$ cat src/rtl/cu_pkg.sv
// Shared encodings for the multicycle control unit: opcodes, FSM states,
// ALU operation codes and ALU B-source selects.
package cu_pkg;

    localparam logic [3:0] OP_RTYPE_MAX = 4'h6;
    localparam logic [3:0] OP_ADDI      = 4'h7;
    localparam logic [3:0] OP_LW        = 4'h8;
    localparam logic [3:0] OP_SW        = 4'h9;
    localparam logic [3:0] OP_BEQ       = 4'hA;
    localparam logic [3:0] OP_JMP       = 4'hB;
    localparam logic [3:0] OP_ILL_LO    = 4'hC;
    localparam logic [3:0] OP_ILL_HI    = 4'hE;
    localparam logic [3:0] OP_HALT      = 4'hF;

    typedef enum logic [3:0] {
        S_IDLE,
        S_FETCH,
        S_DECODE,
        S_EXEC_R,
        S_EXEC_I,
        S_ALU_WB,
        S_MEM_ADDR,
        S_MEM_READ,
        S_MEM_WB,
        S_MEM_WRITE,
        S_BRANCH,
        S_JUMP,
        S_HALT
    } state_t;

    typedef enum logic [2:0] {
        ULA_ADD = 3'b000,
        ULA_SUB = 3'b001,
        ULA_AND = 3'b010,
        ULA_OR  = 3'b011,
        ULA_XOR = 3'b100,
        ULA_SLT = 3'b101,
        ULA_SRL = 3'b110
    } ula_t;

    localparam logic [1:0] SRCB_REG = 2'b00;
    localparam logic [1:0] SRCB_IMM = 2'b01;
    localparam logic [1:0] SRCB_ONE = 2'b10;

    // Which kind of ALU work the current state needs.
    typedef enum logic [1:0] {
        ALU_CLS_ADD,
        ALU_CLS_SUB,
        ALU_CLS_FUNCT
    } alu_cls_t;

    function automatic logic is_illegal(input logic [3:0] op);
        return (op >= OP_ILL_LO) && (op <= OP_ILL_HI);
    endfunction

endpackage

$ cat src/rtl/control_unit_if.sv
// Shared instruction/data memory request port driven by the control unit.
interface control_unit_if;
    logic mem_req;
    logic mem_we;
    logic adr_src;
    logic mem_ack;

    modport master (output mem_req, output mem_we, output adr_src, input mem_ack);
    modport slave  (input mem_req, input mem_we, input adr_src, output mem_ack);
endinterface

$ cat src/rtl/alu_decoder.sv
// Combinational ALU operation select from state class and opcode function bits.
module alu_decoder
    import cu_pkg::*;
(
    input  alu_cls_t    cls,
    input  logic [2:0]  funct,
    output logic [2:0]  ula_control
);

    always_comb begin
        ula_control = ULA_ADD;
        case (cls)
            ALU_CLS_SUB:   ula_control = ULA_SUB;
            ALU_CLS_FUNCT: ula_control = funct;
            default:       ula_control = ULA_ADD;
        endcase
    end

endmodule

$ cat src/rtl/control_unit.sv
// Multicycle control unit: fetch/decode/execute/memory/write-back sequencer.
// Define CU_PERF_CNT_EN to build the saturating retired-instruction counter.
module control_unit
    import cu_pkg::*;
(
    input  logic                  clk,
    input  logic                  rst_n,
    input  logic                  start,
    input  logic [15:0]           instr,
    input  logic                  zero,
    control_unit_if.master        mem,
    output logic                  ir_write,
    output logic                  pc_write,
    output logic                  pc_src,
    output logic                  reg_write,
    output logic                  alu_src_a,
    output logic [1:0]            alu_src_b,
    output logic                  result_src,
    output logic [2:0]            ula_control,
    output logic                  busy,
    output logic                  halted,
    output logic                  illegal,
    output logic [15:0]           instr_count
);

    state_t     state, state_nx;
    alu_cls_t   alu_cls;
    logic       retire;
    logic [3:0] opcode;
    logic       unused_instr_bits;

    assign opcode            = instr[15:12];
    assign unused_instr_bits = ^instr[11:0];

    always_ff @(posedge clk or negedge rst_n) begin
        if (!rst_n) begin
            state   <= S_IDLE;
            illegal <= 1'b0;
        end else begin
            state <= state_nx;
            if (state == S_DECODE && is_illegal(opcode))
                illegal <= 1'b1;
        end
    end

    always_comb begin
        state_nx    = state;
        mem.mem_req = 1'b0;
        mem.mem_we  = 1'b0;
        mem.adr_src = 1'b0;
        ir_write    = 1'b0;
        pc_write    = 1'b0;
        pc_src      = 1'b0;
        reg_write   = 1'b0;
        alu_src_a   = 1'b0;
        alu_src_b   = SRCB_REG;
        result_src  = 1'b0;
        alu_cls     = ALU_CLS_ADD;
        retire      = 1'b0;
        busy        = (state != S_IDLE) && (state != S_HALT);
        halted      = (state == S_HALT);

        case (state)
            S_IDLE: if (start) state_nx = S_FETCH;
            S_FETCH: begin
                mem.mem_req = 1'b1;
                alu_src_b   = SRCB_ONE;
                // IR load and PC+1 fire in the ack cycle itself.
                if (mem.mem_ack) begin
                    ir_write = 1'b1;
                    pc_write = 1'b1;
                    state_nx = S_DECODE;
                end
            end
            S_DECODE: begin
                if (opcode <= OP_RTYPE_MAX) state_nx = S_EXEC_R;
                else begin
                    case (opcode)
                        OP_ADDI:       state_nx = S_EXEC_I;
                        OP_LW, OP_SW:  state_nx = S_MEM_ADDR;
                        OP_BEQ:        state_nx = S_BRANCH;
                        OP_JMP:        state_nx = S_JUMP;
                        OP_HALT:       state_nx = S_HALT;
                        default:       state_nx = S_HALT;
                    endcase
                end
            end
            S_EXEC_R: begin
                alu_src_a = 1'b1;
                alu_src_b = SRCB_REG;
                alu_cls   = ALU_CLS_FUNCT;
                state_nx  = S_ALU_WB;
            end
            S_EXEC_I: begin
                alu_src_a = 1'b1;
                alu_src_b = SRCB_IMM;
                state_nx  = S_ALU_WB;
            end
            S_ALU_WB: begin
                reg_write = 1'b1;
                retire    = 1'b1;
                state_nx  = S_FETCH;
            end
            S_MEM_ADDR: begin
                alu_src_a = 1'b1;
                alu_src_b = SRCB_IMM;
                state_nx  = (opcode == OP_LW) ? S_MEM_READ : S_MEM_WRITE;
            end
            S_MEM_READ: begin
                mem.mem_req = 1'b1;
                mem.adr_src = 1'b1;
                if (mem.mem_ack) state_nx = S_MEM_WB;
            end
            S_MEM_WB: begin
                reg_write  = 1'b1;
                result_src = 1'b1;
                retire     = 1'b1;
                state_nx   = S_FETCH;
            end
            S_MEM_WRITE: begin
                mem.mem_req = 1'b1;
                mem.mem_we  = 1'b1;
                mem.adr_src = 1'b1;
                if (mem.mem_ack) begin
                    retire   = 1'b1;
                    state_nx = S_FETCH;
                end
            end
            S_BRANCH: begin
                alu_src_a = 1'b1;
                alu_src_b = SRCB_REG;
                alu_cls   = ALU_CLS_SUB;
                pc_src    = 1'b1;
                pc_write  = zero;
                retire    = 1'b1;
                state_nx  = S_FETCH;
            end
            S_JUMP: begin
                pc_write = 1'b1;
                pc_src   = 1'b1;
                retire   = 1'b1;
                state_nx = S_FETCH;
            end
            S_HALT: state_nx = S_HALT;
            default: state_nx = S_IDLE;
        endcase
    end

    alu_decoder u_alu_decoder (
        .cls         (alu_cls),
        .funct       (opcode[2:0]),
        .ula_control (ula_control)
    );

`ifdef CU_PERF_CNT_EN
    always_ff @(posedge clk or negedge rst_n) begin
        if (!rst_n)
            instr_count <= '0;
        else if (retire && instr_count != '1)
            instr_count <= instr_count + 16'd1;
    end
`else
    logic unused_retire;
    assign unused_retire = retire;
    assign instr_count   = '0;
`endif

endmodule

$ cat src/flat_wrapper.sv
// flat-port wrapper written by rule: the top's interface ports become plain ports
module control_unit_flat import cu_pkg::*;
  (clk, rst_n, start, instr, zero, ir_write, pc_write, pc_src, reg_write, alu_src_a, alu_src_b, result_src, ula_control, busy, halted, illegal, instr_count, mem_mem_req, mem_mem_we, mem_adr_src, mem_mem_ack);
  control_unit_if mem_i ();
  input  logic clk;
  input  logic rst_n;
  input  logic start;
  input  logic [15:0] instr;
  input  logic zero;
  output logic ir_write;
  output logic pc_write;
  output logic pc_src;
  output logic reg_write;
  output logic alu_src_a;
  output logic [1:0] alu_src_b;
  output logic result_src;
  output logic [2:0] ula_control;
  output logic busy;
  output logic halted;
  output logic illegal;
  output logic [15:0] instr_count;
  output wire logic [$bits(mem_i.mem_req)-1:0] mem_mem_req;
  output wire logic [$bits(mem_i.mem_we)-1:0] mem_mem_we;
  output wire logic [$bits(mem_i.adr_src)-1:0] mem_adr_src;
  input wire logic [$bits(mem_i.mem_ack)-1:0] mem_mem_ack;
  assign mem_mem_req = mem_i.mem_req;
  assign mem_mem_we = mem_i.mem_we;
  assign mem_adr_src = mem_i.adr_src;
  assign mem_i.mem_ack = mem_mem_ack;
  control_unit u_core (.clk(clk), .rst_n(rst_n), .start(start), .instr(instr), .zero(zero), .mem(mem_i), .ir_write(ir_write), .pc_write(pc_write), .pc_src(pc_src), .reg_write(reg_write), .alu_src_a(alu_src_a), .alu_src_b(alu_src_b), .result_src(result_src), .ula_control(ula_control), .busy(busy), .halted(halted), .illegal(illegal), .instr_count(instr_count));
endmodule
$ cat config.mk
export PLATFORM = sky130hd
export DESIGN_NAME = control_unit_flat
export DESIGN_NICKNAME = d
export VERILOG_FILES = /design/src/rtl/cu_pkg.sv /design/src/rtl/control_unit_if.sv /design/src/rtl/alu_decoder.sv /design/src/rtl/control_unit.sv /design/src/flat_wrapper.sv
export SDC_FILE = /design/constraint.sdc
export NUM_CORES = 1
export LEC_CHECK = 0
export CAP_MARGIN = 20
export CORE_MARGIN = 2
export CORE_UTILIZATION = 36
export CTS_BUF_LIST = sky130_fd_sc_hd__clkbuf_4 sky130_fd_sc_hd__clkbuf_8
export DETAILED_ROUTE_END_ITERATION = 10
export PLACE_DENSITY = 0.86
export SKIP_CTS_REPAIR_TIMING = 1
export SLEW_MARGIN = 0
export SYNTH_ARGS = -nofsm -noshare
export SYNTH_HDL_FRONTEND = slang
export SYNTH_HIERARCHICAL = 1
export SYNTH_SLANG_ARGS = --single-unit
$ cat constraint.sdc
create_clock -name clk -period 1.72 [get_ports clk]
set_input_delay 0.172 -clock clk [delete_from_list [all_inputs] [get_ports clk]]
set_output_delay 0.172 -clock clk [all_outputs]
set_load 0.02 [all_outputs]
==> flow_metrics.env <==
export IMPL_cts_tree="yes"
export IMPL_num_vias=887
export IMPL_period_minus_slack_ns=1.80
export IMPL_io_buffer_count=25
export IMPL_numPlacedInstances=176
export IMPL_grt_max_degree=15
export IMPL_grt_pass1_wl_um=3280
export IMPL_rows=16
export IMPL_synthTopCellsByCount="buf_4 (18), nor2_1 (13), o21ai_0 (8), a21oi_1 (7)"
export IMPL_rsz0062_at_grt="true"
export IMPL_cts_path_max_buffers=2
export IMPL_synth_top_area_share_pct=17.7
export IMPL_async_reset_ff_share_pct=100
export IMPL_die_h_um=50.0
export IMPL_antenna_found_initial=0
export IMPL_fin_worst_skew_ns=0.00111
export IMPL_met3WireLength_um=156
export IMPL_timing_final_hold_violations=0
export IMPL_crit_slowest_cell="dfrtp_1"
export IMPL_crit_type="flop to primary output"
export IMPL_reg2reg_to="u_core/state[1]"
export IMPL_dp_final_hpwl_um=1680
export IMPL_drc=0
export IMPL_critPathRequiredTime_ns=1.55
export IMPL_setup_tns_ns=-0.139
export IMPL_path_cells="buf_6 > or2_4 > nor2_4 > inv_1 > ha_2 > a21oi_2 > nor2_1 > buf_4"
export IMPL_path_clk_slew_ns=0.04
export IMPL_r2r_worst_path_cells=6
export IMPL_synthCells=108
export IMPL_die_area_sq_mm=0.00250
export IMPL_ys_ff_latch=5
export IMPL_antenna_cells=0
export IMPL_clkSinkCount=5
export IMPL_met2_wirelength_um=1160
export IMPL_drtAntennaViolNets=0
export IMPL_setup_ws_ns=-0.0753
export IMPL_routedWlPerCell_um=12.2
export IMPL_hp_class="primary input to async pin"
export IMPL_reg2reg_slack_ns=0.18
export IMPL_grt_overflow_total=0
export IMPL_finalSetupViolations=2
export IMPL_cts_buffers=3
export IMPL_dr_first_iter_drc_count=24
export IMPL_synth_edf_count=0
export IMPL_failed_checks="negative setup slack"
export IMPL_synthFlopType="dfrtp_1"
export IMPL_worstReg2RegStart="u_core/state[1]"
export IMPL_crit_path_end_kind="primary output"
export IMPL_cp_max_fo=3
export IMPL_placedInstanceArea_sq_mm=0.00114
export IMPL_max_freq_ghz=0.557
export IMPL_yosys_area_top_type="buf_4"
export IMPL_arrival_ns=1.62
export IMPL_io_pins=54
export IMPL_ys_types=37
export IMPL_dr_pass1_iters=4
export IMPL_startpoint_type="flop"
export IMPL_routed_top_layer="met4"
export IMPL_synth_seq_area_share_pct=16.4
export IMPL_clk_latency_ns=0.24
export IMPL_startpoint="u_core/state[2]"
export IMPL_design_core_area_sq_mm=0.00198
export IMPL_fin_area_sq_mm=0.00124
export IMPL_wl_met1_um=906
export IMPL_via_per_inst=4.85
export IMPL_synthTopCellsByArea="buf_4 (18%), dfrtp_1 (16%), nor2_1 (6.4%)"
export IMPL_drive_gt1_share_pct=37.2
export IMPL_outcome="finished with violations"
export IMPL_fin_util_pct=62.8
export IMPL_cts_root_buf="clkbuf_4"
export IMPL_die_width_um=50.0
export IMPL_whs_ns=0.153
export IMPL_power_mw=1.88
export IMPL_dp_slack_ns=-0.254
export IMPL_max_stage_delay_ns=0.39
export IMPL_finalMaxSlewViolations=0
export IMPL_gp_congestion=0.909
export IMPL_start_util_pct=38.5
export IMPL_cp_endpoint="ula_control[0]"
export IMPL_cap_violations=0
export IMPL_synth_avg_cell_area_sq_um=7.07
export IMPL_p_leak_nw=0.657
export IMPL_synthToLayoutAreaGrowth_pct=63.1
export IMPL_netlist_area_sq_um=763
export IMPL_htree_num_levels=1
export IMPL_nets=180
export IMPL_fin_crit_sh_pct=104
export IMPL_final_cell_count_no_fill=183
export IMPL_wl_um=2240
export IMPL_vdd_drop_max_uv=1200
export IMPL_grt_pass1_vias=766
export IMPL_yosysMostFrequentCell="buf_4"
export IMPL_track_usage_pct=16.8
export IMPL_powerDensity_mw_per_mm2=1510
export IMPL_yosys_warnings=6
state kept, by name, summed over array words and instances, names as in the netlist:
signal,count
u_core/illegal,1
u_core/state,4
layout make-up:
class	instances	area, sq um
multi-input combinational	90	561
timing repair buffer	52	477
sequential	5	125
fill	169	737
tap	27	33.8
inverter	5	18.8
clock buffer	4	30.0
cells by family (layout without fill, tap and decap cells):
group | Yosys count | in the layout | synth area share (%)
simple gates | 44 | 44 | 32.6
buf+inv | 28 | 61 | 23.4
compound gates | 26 | 26 | 21.3
flops | 5 | 5 | 16.4
fa+ha+maj | 2 | 2 | 3.28
other cells | 1 | 16 | 0.491
xor+xnor | 1 | 1 | 1.15
mux | 1 | 1 | 1.31
power breakdown:
part | switching (mW) | internal (mW)
sequential | 0.0473 | 0.166
combinational | 0.746 | 0.765
clock | 0.0478 | 0.103
total | 0.841 | 1.03
per-layer routing:
metal	vias to the layer above	global-route usage [%]
met5	-	0
met4	0	2.31
met3	3	4.55
met2	41	30.9
met1	408	19.5
li1	435	-
how the worst min path moves through the flow:
stage               cells past startpoint               to
floorplan                               0   u_core/illegal
global placement                        1  u_core/state[1]
detailed placement                      1  u_core/state[0]
CTS                                     1   u_core/illegal
global route                            1  u_core/state[0]
finish                                  1  u_core/state[0]
worst max-delay path, delay by kind of cell (launching register included):
family / cells / cell delay, ns
AOI/OAI and AO/OA: 1 / 0.09
DFF: 1 / 0.39
buffers and inverters: 3 / 0.33
and+or+nand+nor: 3 / 0.41
adders and majority gates: 1 / 0.17
layout by cell type (no fill, tap or decap), types with 2 or more instances in the layout:
cell,instances
and2_4,3
clkdlybuf4s50_1,9
buf_6,9
clkbuf_4,4
a21oi_2,2
nand2_1,5
dlymetal6s2s_1,5
conb_1,16
nor2_1,11
dfrtp_1,5
nand3b_1,2
nand2b_2,2
nor3_1,5
nor2_4,2
or2_4,2
nand2b_1,4
o32ai_1,2
o211ai_1,2
o21ai_0,7
clkbuf_2,2
buf_4,25
inv_1,5
a21oi_1,5
Power figures use the tool's default switching activity.
